<file path="src/rtl/mem_xfer_pkg.sv">
// ============================================================================
// Module  : mem_xfer_pkg
// Purpose : Shared state encoding and width defaults for the transfer sequencer.
// Rev     : 1.0  initial release
// ============================================================================
`default_nettype none

package mem_xfer_pkg;

    localparam int DATA_W_DEF    = 8;
    localparam int ADDR_W_DEF    = 3;
    localparam int SRC_DEPTH_DEF = 8;

    typedef enum logic [2:0] {
        IDLE = 3'd0,
        RD0  = 3'd1,
        LD0  = 3'd2,
        RD   = 3'd3,
        LD   = 3'd4,
        CMP  = 3'd5,
        DONE = 3'd6
    } xfer_state_e;

endpackage

`default_nettype wire

</file>
<file path="src/rtl/mem_xfer_ctrl_pair_reg.sv">
// ============================================================================
// Module  : xfer_pair_reg
// Purpose : Older/newer word pair presented to the external comparator.
// Rev     : 1.0  initial release
// ============================================================================
`default_nettype none

module xfer_pair_reg #(
    parameter int DATA_W = 8
) (
    input  logic              Clk,
    input  logic              Reset_n,
    input  logic              load_i,
    input  logic              shift_i,
    input  logic [DATA_W-1:0] din_i,
    output logic [DATA_W-1:0] older_o,
    output logic [DATA_W-1:0] newer_o
);

    logic [DATA_W-1:0] older_q;
    logic [DATA_W-1:0] newer_q;

    always_ff @(posedge Clk or negedge Reset_n) begin
        if (!Reset_n) begin
            older_q <= '0;
            newer_q <= '0;
        end else if (shift_i) begin
            older_q <= newer_q;
            newer_q <= din_i;
        end else if (load_i) begin
            newer_q <= din_i;
        end
    end

    assign older_o = older_q;
    assign newer_o = newer_q;

endmodule

`default_nettype wire

</file>
<file path="src/rtl/mem_xfer_ctrl.sv">
// ============================================================================
// Module  : mem_xfer_ctrl
// Purpose : Reads memory A pairwise, feeds the comparator, routes words to B/C.
//           Optional build macro: MEMXFER_ABSDIFF_EN (write |DOut2-DOut1|).
// Rev     : 1.0  initial release
// ============================================================================
`default_nettype none

module mem_xfer_ctrl
    import mem_xfer_pkg::*;
#(
    parameter int DATA_W    = DATA_W_DEF,
    parameter int SRC_DEPTH = SRC_DEPTH_DEF,
    parameter int ADDR_W    = ADDR_W_DEF
) (
    input  logic              Clk,
    input  logic              Reset_n,
    input  logic              Start,
    output logic              Busy,
    output logic              Done,
    output logic [ADDR_W-1:0] AddrA,
    output logic              ReadA,
    input  logic [DATA_W-1:0] DataA,
    output logic [DATA_W-1:0] DOut1,
    output logic [DATA_W-1:0] DOut2,
    input  logic              Sign,
    output logic [ADDR_W-1:0] AddrB,
    output logic              WeB,
    output logic [ADDR_W-1:0] AddrC,
    output logic              WeC,
    output logic [DATA_W-1:0] WData,
    output logic [ADDR_W-1:0] CountB,
    output logic [ADDR_W-1:0] CountC
);

    localparam logic [ADDR_W-1:0] LAST_IDX = ADDR_W'(SRC_DEPTH - 1);

    xfer_state_e       state_q, state_d;
    logic [ADDR_W-1:0] idx_q;
    logic [ADDR_W-1:0] cnt_b_q, cnt_c_q;
    logic [ADDR_W-1:0] addr_b_q, addr_c_q;
    logic              we_b_q, we_c_q;
    logic [DATA_W-1:0] wdata_q, wdata_d;

    always_ff @(posedge Clk or negedge Reset_n) begin
        if (!Reset_n) state_q <= IDLE;
        else          state_q <= state_d;
    end

    always_comb begin
        state_d = state_q;
        case (state_q)
            IDLE:    if (Start) state_d = RD0;
            RD0:     state_d = LD0;
            LD0:     state_d = RD;
            RD:      state_d = LD;
            LD:      state_d = CMP;
            CMP:     state_d = (idx_q == LAST_IDX) ? DONE : RD;
            DONE:    state_d = IDLE;
            default: state_d = IDLE;
        endcase
    end

    always_comb begin
        Busy  = (state_q != IDLE);
        Done  = (state_q == DONE);
        ReadA = (state_q == RD0) || (state_q == RD);
    end

    xfer_pair_reg #(.DATA_W(DATA_W)) u_pair (
        .Clk     (Clk),
        .Reset_n (Reset_n),
        .load_i  (state_q == LD0),
        .shift_i (state_q == LD),
        .din_i   (DataA),
        .older_o (DOut1),
        .newer_o (DOut2)
    );

    // Sign picks the subtraction direction so the difference never wraps.
    always_comb begin
`ifdef MEMXFER_ABSDIFF_EN
        wdata_d = Sign ? (DOut1 - DOut2) : (DOut2 - DOut1);
`else
        wdata_d = DOut2;
`endif
    end

    always_ff @(posedge Clk or negedge Reset_n) begin
        if (!Reset_n) begin
            idx_q    <= '0;
            cnt_b_q  <= '0;
            cnt_c_q  <= '0;
            addr_b_q <= '0;
            addr_c_q <= '0;
            we_b_q   <= 1'b0;
            we_c_q   <= 1'b0;
            wdata_q  <= '0;
        end else begin
            we_b_q <= 1'b0;
            we_c_q <= 1'b0;
            case (state_q)
                IDLE: begin
                    if (Start) begin
                        idx_q   <= '0;
                        cnt_b_q <= '0;
                        cnt_c_q <= '0;
                    end
                end
                LD0: idx_q <= ADDR_W'(1);
                CMP: begin
                    wdata_q <= wdata_d;
                    if (Sign) begin
                        we_c_q   <= 1'b1;
                        addr_c_q <= cnt_c_q;
                        cnt_c_q  <= cnt_c_q + 1'b1;
                    end else begin
                        we_b_q   <= 1'b1;
                        addr_b_q <= cnt_b_q;
                        cnt_b_q  <= cnt_b_q + 1'b1;
                    end
                    if (idx_q != LAST_IDX) idx_q <= idx_q + 1'b1;
                end
                default: ;
            endcase
        end
    end

    // idx_q is the read index: 0 in RD0, i in RD, and holds afterwards.
    assign AddrA  = idx_q;
    assign AddrB  = addr_b_q;
    assign AddrC  = addr_c_q;
    assign WeB    = we_b_q;
    assign WeC    = we_c_q;
    assign WData  = wdata_q;
    assign CountB = cnt_b_q;
    assign CountC = cnt_c_q;

endmodule

`default_nettype wire

</file>
<file path="config.mk">
export PLATFORM = sky130hd
export DESIGN_NAME = mem_xfer_ctrl
export DESIGN_NICKNAME = d
export VERILOG_FILES = /design/src/rtl/mem_xfer_pkg.sv /design/src/rtl/mem_xfer_ctrl_pair_reg.sv /design/src/rtl/mem_xfer_ctrl.sv
export SDC_FILE = /design/constraint.sdc
export NUM_CORES = 1
export LEC_CHECK = 0
export BUFFER_PORTS_ARGS = -buffer_cell sky130_fd_sc_hd__buf_2
export CORE_MARGIN = 3
export CORE_UTILIZATION = 35
export DETAILED_ROUTE_END_ITERATION = 7
export SLEW_MARGIN = 0
export SYNTH_ARGS = -nofsm -noshare
export SYNTH_HDL_FRONTEND = slang
export SYNTH_SLANG_ARGS = --single-unit
</file>
<file path="constraint.sdc">
create_clock -name Clk -period 2.1 [get_ports Clk]
set_input_delay 0.21 -clock Clk [delete_from_list [all_inputs] [get_ports Clk]]
set_output_delay 0.21 -clock Clk [all_outputs]
set_load 0.005 [all_outputs]
</file>
# --- Word level (Yosys, flattened, before mapping) ---
# Cells that the tools add are included.
word_totals:
  output_inout_bits: 44
  in_bits: 12
  word_cells: 54
  ff_bits: 44
classes:
  muxes: 16
  eq_ne: 12
  n_bitwise: 1
  addsub: 3
  n_reduce_logical: 11
op_table:
  columns: ["cell", "n"]
  rows:
  - ["3-bit two-way mux", 6]
  - ["3-bit case mux with 6 select lines", 1]
  - ["8-bit two-way mux", 2]
  - ["3-bit equality test, second input constant", 4]
  - ["3-bit case mux with 2 select lines", 2]
  - ["3-bit by 1-bit adder with 3-bit output, second input constant", 3]
  - ["3-bit case mux with 3 select lines", 1]
  - ["3-bit AND reduction", 3]
  - ["2-bit inequality test, second input constant", 4]
  - ["3-bit by 2-bit equality test with 1-bit output, second input constant", 2]
  - ["3-bit nonzero test", 2]
  - ["1-bit two-way mux", 4]
  - ["2-bit AND reduction", 2]
  - ["2-bit nonzero test", 2]
  - ["3-bit by 1-bit equality test with 1-bit output, second input constant", 1]
  - ["3-bit zero test", 1]
  - ["3-bit inequality test, second input constant", 1]
  - ["1-bit logical OR", 1]
  - ["1-bit NOT", 1]

# --- Logic depth before layout (Yosys ltp) ---
# Gate-level depths: netlist of run 1.
logic_depth:
  ltp_word: 3
  ltp_mapped: 5
  ltp_nobuf: 5

# --- Cells and area by module ---
# A second synthesis of run 1 with hierarchy kept.
hier_totals:
  hier_cells: 137
  area_unflattened_um2: 1868.0
by_module_without_submodules:
  columns: ["module", "area_each_um2", "seq_area_each_um2", "cells_each", "n_inst"]
  rows:
  - ["mem_xfer_ctrl", 1256.2, 700.7, 103, 1]
  - ["xfer_pair_reg", 611.8, 400.4, 34, 1]

# --- Least setup slack after synthesis of run 1 ---
# No wires, ideal clock.
synth_timing:
  path_kind: "register to register"
  start: "reg idx_q[0] (netlist: AddrA[0])"
  end: "reg idx_q[0] (netlist: AddrA[0])"
  slack_ns: 0.534
  stages_incl_launch_ff: 6
  arrival_time_ns: 1.438
  path_buffers: 0
  required_time_ns: 1.972
  setup_time_ns: 0.128
  cell_sequence: "dfrtp_1 ha_1 ha_1 and4bb_1 a21oi_2 mux2_1"
synth_between:
  elab_chain_len: 3
synth_rtl:
  columns: ["item", "line", "source"]
  rows:
  - ["from (decl)", "mem_xfer_ctrl.sv:39", "logic [ADDR_W-1:0] idx_q;"]
  - ["from (signal assigned)", "mem_xfer_ctrl.sv:122", "if (idx_q != LAST_IDX) idx_q <= idx_q + 1'b1;"]
  - ["3-bit by 1-bit adder with 3-bit output / 3-bit inequality test (equally long branches)", "mem_xfer_ctrl.sv:122", null]
  - ["3-bit two-way mux / 2-bit inequality test (equally long branches)", null, null]
  - ["3-bit case mux with 3 select lines / 3-bit AND reduction (equally long branches)", null, null]
# Parallel ways exist; a longest one is shown, timed or not. The select of a mux whose other input is x is not followed.
# A chain may end at the register's enable or synchronous reset.

# --- Worst setup path in the final report of run 1 ---
layout_timing:
  start: "reg state_q[2]"
  end: "reg u_pair.older_q[3] (netlist: u_pair.older_o[3])"
layout_between:
  elab_chain_len: 1
layout_rtl:
  columns: ["item", "line", "source"]
  rows:
  - ["from (decl)", "mem_xfer_ctrl.sv:38", "xfer_state_e state_q, state_d;"]
  - ["from (signal assigned)", "mem_xfer_ctrl.sv:47", "else state_q <= state_d;"]
  - ["3-bit equality test", "mem_xfer_ctrl.sv:74", ".shift_i (state_q == LD),"]
  - ["to (signal assigned)", "mem_xfer_ctrl_pair_reg.sv:28", "older_q <= newer_q;"]
  - ["to (decl)", "mem_xfer_ctrl_pair_reg.sv:20", "logic [DATA_W-1:0] older_q;"]
# Every way passes these cells.

==> results of run 1 <==
[sequential cells by signal, summed over array words and instances (netlist names)]
signal	count
WData	8
u_pair.older_o	8
state_q	3
CountB	3
u_pair.newer_o	8
WeC	1
CountC	3
AddrA	3
AddrC	3
WeB	1
AddrB	3
[timing repair]
action | 4_1_cts | 5_1_grt
setup buffers | 0 | 0
hold buffers | 1 | 0
gates resized for setup | 0 | 0
hold endpoints to repair | 44 | 0
[how the worst min path moves through the flow]
stage,end,start,depth (start not counted),slack (ns)
after floorplan,AddrA[0],Reset_n,0,-0.09
after global placement,WeC,Reset_n,2,0.20
after detailed placement,AddrC[1],Reset_n,2,0.20
after CTS,u_pair.newer_o[5],DataA[5],2,0.13
after global routing,u_pair.newer_o[5],DataA[5],2,0.13
final,u_pair.newer_o[5],DataA[5],2,0.15
[synthesized netlist by cell type (all sizes together)]
| library cell | number |
|---|---|
| a22o | 5 |
| or2 | 1 |
| buf | 4 |
| a211o | 1 |
| and4bb | 2 |
| mux2 | 30 |
| o2bb2ai | 1 |
| nand4b | 1 |
| and2 | 1 |
| or3 | 1 |
| nand2b | 2 |
| ha | 4 |
| mux2i | 1 |
| nor3b | 2 |
| o22ai | 1 |
| o21ai | 1 |
| nand3b | 1 |
| o211a | 1 |
| inv | 2 |
| nor2b | 1 |
| a21oi | 2 |
| dfrtp | 44 |
| nand2 | 12 |
| nor4b | 1 |
| nor2 | 7 |
[cell type report]
cell class / instances / area (sq um)
Fill cell: 469 / 2580
Sequential cell: 44 / 1101
Multi-Input combinational cell: 79 / 706.9
Timing Repair Buffer: 57 / 305.3
Clock buffer: 7 / 96.34
Tap cell: 67 / 83.83
Clock inverter: 1 / 30.03
Inverter: 2 / 7.507
[power by group through the flow]
| stage | sequential [mW] | combinational [mW] | clock, mW |
|---|---|---|---|
| final | 1.46 | 1.09 | 0.690 |
| after global routing | 1.52 | 1.20 | 0.765 |
| after CTS | 1.46 | 1.12 | 0.718 |
| after detailed placement | 1.47 | 1.12 | 0 |
| after global placement | 1.45 | 1.09 | 0 |
| after floorplan | 1.40 | 0.714 | 0 |
[per-layer routing]
| layer | up-vias | wire length (um) | GRT usage (%) |
|---|---|---|---|
| met2 | 45 | 1750 | 20.54 |
| met3 | 2 | 277 | 4.931 |
| met1 | 602 | 1501 | 14.29 |
| li1 | 578 | - | - |
| met4 | 0 | 12 | 3.497 |
| met5 | - | 0 | 0 |
[stage by stage]
step / instances / area, sq um / util, % / hold WS [ns] / power, mW
2_1_floorplan: 129 / 1843 / - / -0.08559 / 2.117
3_3_place_gp: 248 / 2195 / 44.69 / 0.2035 / 2.538
3_5_place_dp: 248 / 2195 / 44.69 / 0.2024 / 2.591
4_1_cts: 257 / 2331 / 47.47 / 0.1333 / 3.301
5_1_grt: 257 / 2331 / 47.47 / 0.1302 / 3.483
6_report: 257 / 2331 / 47.47 / 0.1457 / 3.235
[critical path, stage by stage (launching register included)]
cell,delay (ns)
dfrtp_1,0.61
nand2b_1,0.21
nor2_2,0.39
mux2_2,0.39
[kinds of logic (layout without fill, tap and decap cells)]
logic type | after synthesis | in the layout
adders and majority gates | 4 | 4
buffers and inverters | 6 | 67
DFF | 44 | 44
and+or+nand+nor | 32 | 32
muxes | 31 | 31
AOI/OAI and AO/OA | 12 | 12
==> flow_summary.toml, run 1 <==
[logic_synthesis]
seq_area_frac_synth_pct = 59.74
synth_compound_area_share_pct = 5.838
synthAdderAreaFrac_pct = 2.716
ys_types = 30
synth_mux_area_share_pct = 18.87
yosys.area_share.simple_pct = 10.93
synth.top_cell.area_share_pct = 59.74
avgSynthCellArea_sq_um = 14.29
synthXorXnorAreaFrac_pct = 0
syn_nets = 145
syn_inst = 129
ys_ff_latch = 44
synthTopCellsByArea = "dfrtp_1 (60%), mux2_2 (18%), ha_1 (2.7%)"
synth_top_family_by_area = "multiplexers"
yosysTopAreaCell = "dfrtp_1"
synth_area_sq_mm = 0.001843
yosysWarningCount = 0

[routing]
wl_per_cell_um = 13.78
drc_errors = 0
num_vias = 1227
routed_wl_um = 3541
first_iter_violations = 36
antenna_left = 0
dr.pass1.iters = 4
vias_per_cell = 4.774

[setup_path]
reg2reg_depth = 3
rr_endpoint = "u_pair.older_o[3]"
worst_r2r_startpoint = "state_q[2]"
r2r_slack_ns = 0.39
arrival_ns = 1.88
crit_required_ns = 2.27
cp-endpoint = "u_pair.older_o[3]"
worstSetupStartpointType = "flop"
end_kind = "flop"
path_max_fanout = 12
setup.worst_path.class = "flop to flop"
crit_start = "state_q[2]"

[clocking]
numCtsBuffers = 5
clockBufferDepth = 2
cts_tree = "yes"
htreeDepth = 2
cts_root_buf = "clkbuf_8"
path_clk_slew_ns = 0.08
clock_latency_ns = 0.29
cts_sinks = 44

[floorplan]
num_rows = 25
io_pins = 56
die_h_um = 78.57
start_util_pct = 37.53
die_x_um = 78.57
core_area_sq_mm = 0.004911
die_area_sq_mm = 0.006172

[layout]
fin_nets = 205
diodes = 0
final_common_cell = "buf_2"
drive_gt1_share_pct = 52.63
final_cell_mix = "buf_2 (55), dfrtp_1 (44), mux2_2 (29), nand2_1 (12), clkbuf_8 (7)"
syn_to_final_growth_pct = 26.48

[power]
p_per_area_mw_per_mm2 = 1388
switching_power_mw = 1.004
power.internal_mw = 2.231
p_comb_share_pct = 33.6
ir_worst_vdd_mv = 0.6977
switching_share_pct = 31.03
seqPwrFrac_pct = 45.0
clockPowerShare_pct = 21.3
p_leak_nw = 1.213

[timing]
tns_ns = 0
hold_viol_final = 0
worst_slew_pin_slew_ns = 0.5039
post-route-min-period_ns = 1.710
report.final.slew_viol_count = 0
rsz0062_at_grt = "false"
setup_viol = 0
layout_setup_ws_ns = 0.3901
fmax_mhz = 584.8
slew-limit-headroom_pct = 66.41
period_share_pct = 81.42
skew_ns = 0.004230

[global_route]
grt_pass1_vias = 1208
grt_overflow = 0
antenna_found_initial = 0
grt_pass1_wl_um = 5858
grt_usage_pct = 12.20
grt_max_degree = 45

[place]
pre_cts_ws_ns = 0.3739
port_buffers = 55
dp_hpwl_um = 2508
globalplace.congestion = 0.7509

[flow_run]
maxCapViolations = 0

[status]
run_status = "finished, final reports clean"

[min_path]
min_path_type = "input port to flop"
Note: power is estimated with default switching activity, not from simulation.
==> run 2, diff against run 1 <==
==> constraint.sdc (replaced) <==
create_clock -name Clk -period 1.6 [get_ports Clk]
set_input_delay 0.16 -clock Clk [delete_from_list [all_inputs] [get_ports Clk]]
set_output_delay 0.16 -clock Clk [all_outputs]
set_load 0.005 [all_outputs]
==> flow_summary.toml, run 2 (synthesized netlist as in run 1, its figures left out) <==
[timing]
slew-limit-headroom_pct = 65.74
period_share_pct = 97.79
skew_ns = 0.006831
fmax_mhz = 639.1
hold_ws_ns = 0.1015
report.final.slew_viol_count = 0
hold_viol_final = 0
worst_slew_pin_slew_ns = 0.5139
rsz0062_at_grt = "true"
setup_viol = 0
post-route-min-period_ns = 1.565

[power]
power.total_mw = 4.603
ir_worst_vdd_mv = 0.7929
p_per_area_mw_per_mm2 = 1856
p_leak_nw = 1.274

[setup_path]
arrival_ns = 1.74
crit_required_ns = 1.78
path_max_fanout = 3
setup.worst_path.class = "flop to flop"
worstSetupStartpointType = "flop"
end_kind = "flop"

[clocking]
cts_root_buf = "clkbuf_8"
cts_tree = "yes"
cts_sinks = 44
clock_latency_ns = 0.29
numCtsBuffers = 5
clockBufferDepth = 2
htreeDepth = 2
path_clk_slew_ns = 0.08

[routing]
routed_wl_um = 3799
wl_per_cell_um = 14.23
first_iter_violations = 26
vias_per_cell = 4.749
dr.pass1.iters = 3
antenna_left = 0
num_vias = 1268
drc_errors = 0

[min_path]
min_path_type = "input port to flop"

[layout]
multiInputGateArea_sq_um = 739.5
fin_util_pct = 50.50
regArea_sq_mm = 0.001105
stdcell_area_sq_mm = 0.002480
fin_nets = 216
syn_to_final_growth_pct = 34.56
drive_gt1_share_pct = 58.50
final_common_cell = "buf_2"
diodes = 0
fill_cells = 466
final_cell_mix = "buf_2 (55), dfrtp_1 (41), mux2_2 (29), nand2_1 (12), buf_4 (9)"
instances_no_fill = 267

[floorplan]
start_util_pct = 37.53
die_h_um = 78.57
io_pins = 56
die_x_um = 78.57
num_rows = 25
die_area_sq_mm = 0.006172
core_area_sq_mm = 0.004911

[place]
place_inst = 257
place_area_sq_mm = 0.002275
dp_hpwl_um = 2887
globalplace.congestion = 0.8154
port_buffers = 55

[global_route]
grt_overflow = 0
antenna_found_initial = 0
grt_usage_pct = 13.11
grt_pass1_vias = 1328
grt_max_degree = 24
grt_pass1_wl_um = 6272

[flow_run]
maxCapViolations = 0

[status]
run_status = "finished, final reports clean"
-- run 2: worst paths after layout --
path	from	to	slack [ns]	depth (start not counted)
min in group asynchronous	Reset_n	u_pair.older_o[5]	0.37	2
min reg2reg	AddrC[2]	AddrC[2]	0.47	2
min	DataA[2]	u_pair.newer_o[2]	0.10	2
max	AddrA[1]	AddrA[0]	0.04	5
max in group asynchronous	Reset_n	state_q[2]	0.72	3
max reg2reg	AddrA[1]	AddrA[0]	0.04	5
-- run 2: per-layer routing --
metal / track usage (%) / vias to the layer above / routed length (um)
li1: - / 596 / -
met4: 4.196 / 0 / 44
met5: 0 / - / 0
met2: 22.50 / 41 / 1934
met1: 15.77 / 627 / 1554
met3: 3.784 / 4 / 266
-- run 2: worst max-delay path: stages, from the launching register on --
cell,delay [ns]
dfrtp_1,0.38
ha_2,0.20
ha_4,0.14
and4bb_1,0.23
a21oi_2,0.18
mux2_4,0.32
-- run 2: what timing repair did --
item                                    CTS  global route
pin swaps                                 1             0
endpoints found under the setup margin    1            15
gates resized for setup                   2             8
endpoints found under the hold margin    21             0
hold buffers                              1             0
setup buffers                             0             2
-- run 2: final cells by class --
cell class              instances  share of cell area, %
clock inverters                 2                  2.422
clock buffers                   5                  2.775
inverters                       2                 0.4036
repair buffers                 68                  16.65
well taps                      67                  3.380
multi-input cells              79                  29.82
flip-flops and latches         44                  44.55
-- run 2: where the power goes --
group          switching [mW]  leakage [nW]  internal [mW]
combinational           0.686         0.655           1.04
clock                   0.365        0.0642          0.614
sequential              0.352         0.555           1.55
-- run 2: stage by stage --
step / setup WS (ns) / setup TNS [ns]
after floorplan: 0.03422 / 0
after detailed placement: -0.009105 / -0.009105
after CTS: 0.003277 / 0
final: 0.03541 / 0
after global placement: 0.06125 / 0
after global routing: -0.03406 / -0.03406
==> run 3, diff against run 2 <==
--- a/config.mk
+++ b/config.mk
@@ -5,7 +5,7 @@
 export SDC_FILE = /design/constraint.sdc
 export NUM_CORES = 1
 export LEC_CHECK = 0
-export BUFFER_PORTS_ARGS = -buffer_cell sky130_fd_sc_hd__buf_2
+export BUFFER_PORTS_ARGS = -buffer_cell sky130_fd_sc_hd__buf_4
 export CORE_MARGIN = 3
 export CORE_UTILIZATION = 35
 export DETAILED_ROUTE_END_ITERATION = 7
==> constraint.sdc (replaced) <==
create_clock -name Clk -period 1.9 [get_ports Clk]
set_input_delay 0.19 -clock Clk [delete_from_list [all_inputs] [get_ports Clk]]
set_output_delay 0.19 -clock Clk [all_outputs]
set_load 0.005 [all_outputs]
==> flow_summary.toml, run 3 (synthesized netlist as in run 1, its figures left out) <==
[routing]
vias_per_cell = 4.767
dr.pass1.iters = 4
antenna_left = 0
wl_per_cell_um = 14.37
first_iter_violations = 33
drc_errors = 0
routed_wl_um = 3694
num_vias = 1225

[global_route]
grt_pass1_vias = 1257
grt_max_degree = 45
grt_overflow = 0
grt_usage_pct = 13.02
antenna_found_initial = 0
grt_pass1_wl_um = 6085

[clocking]
clock_latency_ns = 0.30
ctsResizeCount = 0
clockBufferDepth = 2
numCtsBuffers = 5
cts_root_buf = "clkbuf_8"
path_clk_slew_ns = 0.09
cts_sinks = 44
htreeDepth = 2
postCtsSetupRepairBufs = 0
cts_tree = "yes"

[floorplan]
start_util_pct = 37.53
io_pins = 56
num_rows = 25
die_h_um = 78.57
die_area_sq_mm = 0.006172
core_area_sq_mm = 0.004911
die_x_um = 78.57

[power]
p_leak_nw = 1.227
ir_worst_vdd_mv = 0.6926
p_per_area_mw_per_mm2 = 1532
clockPowerShare_pct = 18.8
switching_share_pct = 30.99
p_comb_share_pct = 37.4
switching_power_mw = 1.159
power.total_mw = 3.739
power.internal_mw = 2.580
seqPwrFrac_pct = 43.7

[place]
port_buffers = 55
pre_cts_ws_ns = 0.2016
dp_hpwl_um = 2649
globalplace.congestion = 0.7453
place_area_sq_mm = 0.002320
place_inst = 248

[min_path]
hold_end = "u_pair.newer_o[5]"
holdCritStartpoint = "DataA[5]"
holdPathStages = 2
min_path_type = "input port to flop"

[timing]
setup_viol = 0
tns_ns = 0
period_share_pct = 88.61
report.final.slew_viol_count = 0
post-route-min-period_ns = 1.684
skew_ns = 0.008946
hold_viol_final = 0
fmax_mhz = 593.9
worst_slew_pin_slew_ns = 0.5424
slew-limit-headroom_pct = 63.84
layout_setup_ws_ns = 0.2163
rsz0062_at_grt = "false"

[setup_path]
end_kind = "flop"
r2r_slack_ns = 0.22
worst_r2r_startpoint = "state_q[2]"
crit_required_ns = 2.08
reg2reg_depth = 3
crit_chain = "nand2b_1, a21oi_4, mux2_2"
path_max_fanout = 12
arrival_ns = 1.86
slowest_stage = "dfrtp_1"
setup.worst_path.class = "flop to flop"
worstSetupStartpointType = "flop"
rr_endpoint = "u_pair.newer_o[7]"
cpPeakStageDelay_ns = 0.60

[layout]
instances_no_fill = 257
stdcell_area_sq_mm = 0.002441
drive_gt1_share_pct = 52.63
final_common_cell = "buf_4"
fin_nets = 205
diodes = 0
fill_cells = 446
final_cell_mix = "buf_4 (56), dfrtp_1 (44), mux2_2 (29), nand2_1 (12), nor2_1 (6)"
syn_to_final_growth_pct = 32.45

[flow_run]
maxCapViolations = 0

[status]
run_status = "finished, final reports clean"
## run 3: changes by cell type in the layout (fill, tap and decap cells not counted), moves of 2 or more
| cell | before | now |
|---|---|---|
| dfrtp_1 | 41 | 44 |
| buf_4 | 9 | 56 |
| buf_2 | 55 | 0 |
| buf_12 | 3 | 0 |
| dfrtp_2 | 3 | 0 |
| ha_1 | 2 | 4 |
## run 3: worst max-delay path by stage
stage	cells after the start	end	slack [ns]	start
floorplan	5	AddrA[0]	0.33	AddrA[0]
global placement	3	u_pair.newer_o[4]	0.27	state_q[2]
detailed placement	3	u_pair.newer_o[1]	0.20	state_q[2]
CTS	3	u_pair.newer_o[7]	0.20	state_q[2]
global route	3	u_pair.newer_o[7]	0.12	state_q[2]
finish	3	u_pair.newer_o[7]	0.22	state_q[2]
## run 3: stage by stage
stage / utilization [%] / hold WS [ns]
2_1_floorplan: - / -0.1056
3_3_place_gp: 47.24 / 0.2048
3_5_place_dp: 47.24 / 0.2172
4_1_cts: 49.71 / 0.1052
5_1_grt: 49.71 / 0.1054
6_report: 49.71 / 0.1194
## run 3: layer usage
layer  GRT usage (%)  routed length (um)
met2           20.88                1794
met1           15.66                1608
met3           5.046                 248
met4           5.245                  44
met5               0                   0
## run 3: power groups by stage
| stage | Combinational, mW | Clock [mW] | Sequential (mW) |
|---|---|---|---|
| floorplan | 0.789 | 0 | 1.55 |
| global placement | 1.40 | 0 | 1.62 |
| detailed placement | 1.43 | 0 | 1.65 |
| CTS | 1.44 | 0.734 | 1.64 |
| global route | 1.53 | 0.773 | 1.70 |
| finish | 1.40 | 0.703 | 1.64 |
## run 3: area by class of cell
| type | instances | area [sq um] | area share (%) |
|---|---|---|---|
| well taps | 67 | 83.83 | 3.434 |
| clock inverters | 3 | 42.54 | 1.743 |
| inverters | 2 | 7.507 | 0.3075 |
| flip-flops and latches | 44 | 1101 | 45.11 |
| multi-input cells | 79 | 706.9 | 28.96 |
| repair buffers | 57 | 430.4 | 17.63 |
| clock buffers | 5 | 68.82 | 2.819 |
## run 3: worst max-delay path, delay by kind of cell, from the launching register on
kind	cells	cell delay (ns)
flip-flops	1	0.60
multiplexers	1	0.38
AO/OA/AOI/OAI	1	0.37
AND/OR/NAND/NOR	1	0.22
## run 3: timing repair
action / in CTS / in global routing
endpoints found under the hold margin: 44 / 0
hold buffers: 1 / 0
setup endpoints to repair: 0 / 0
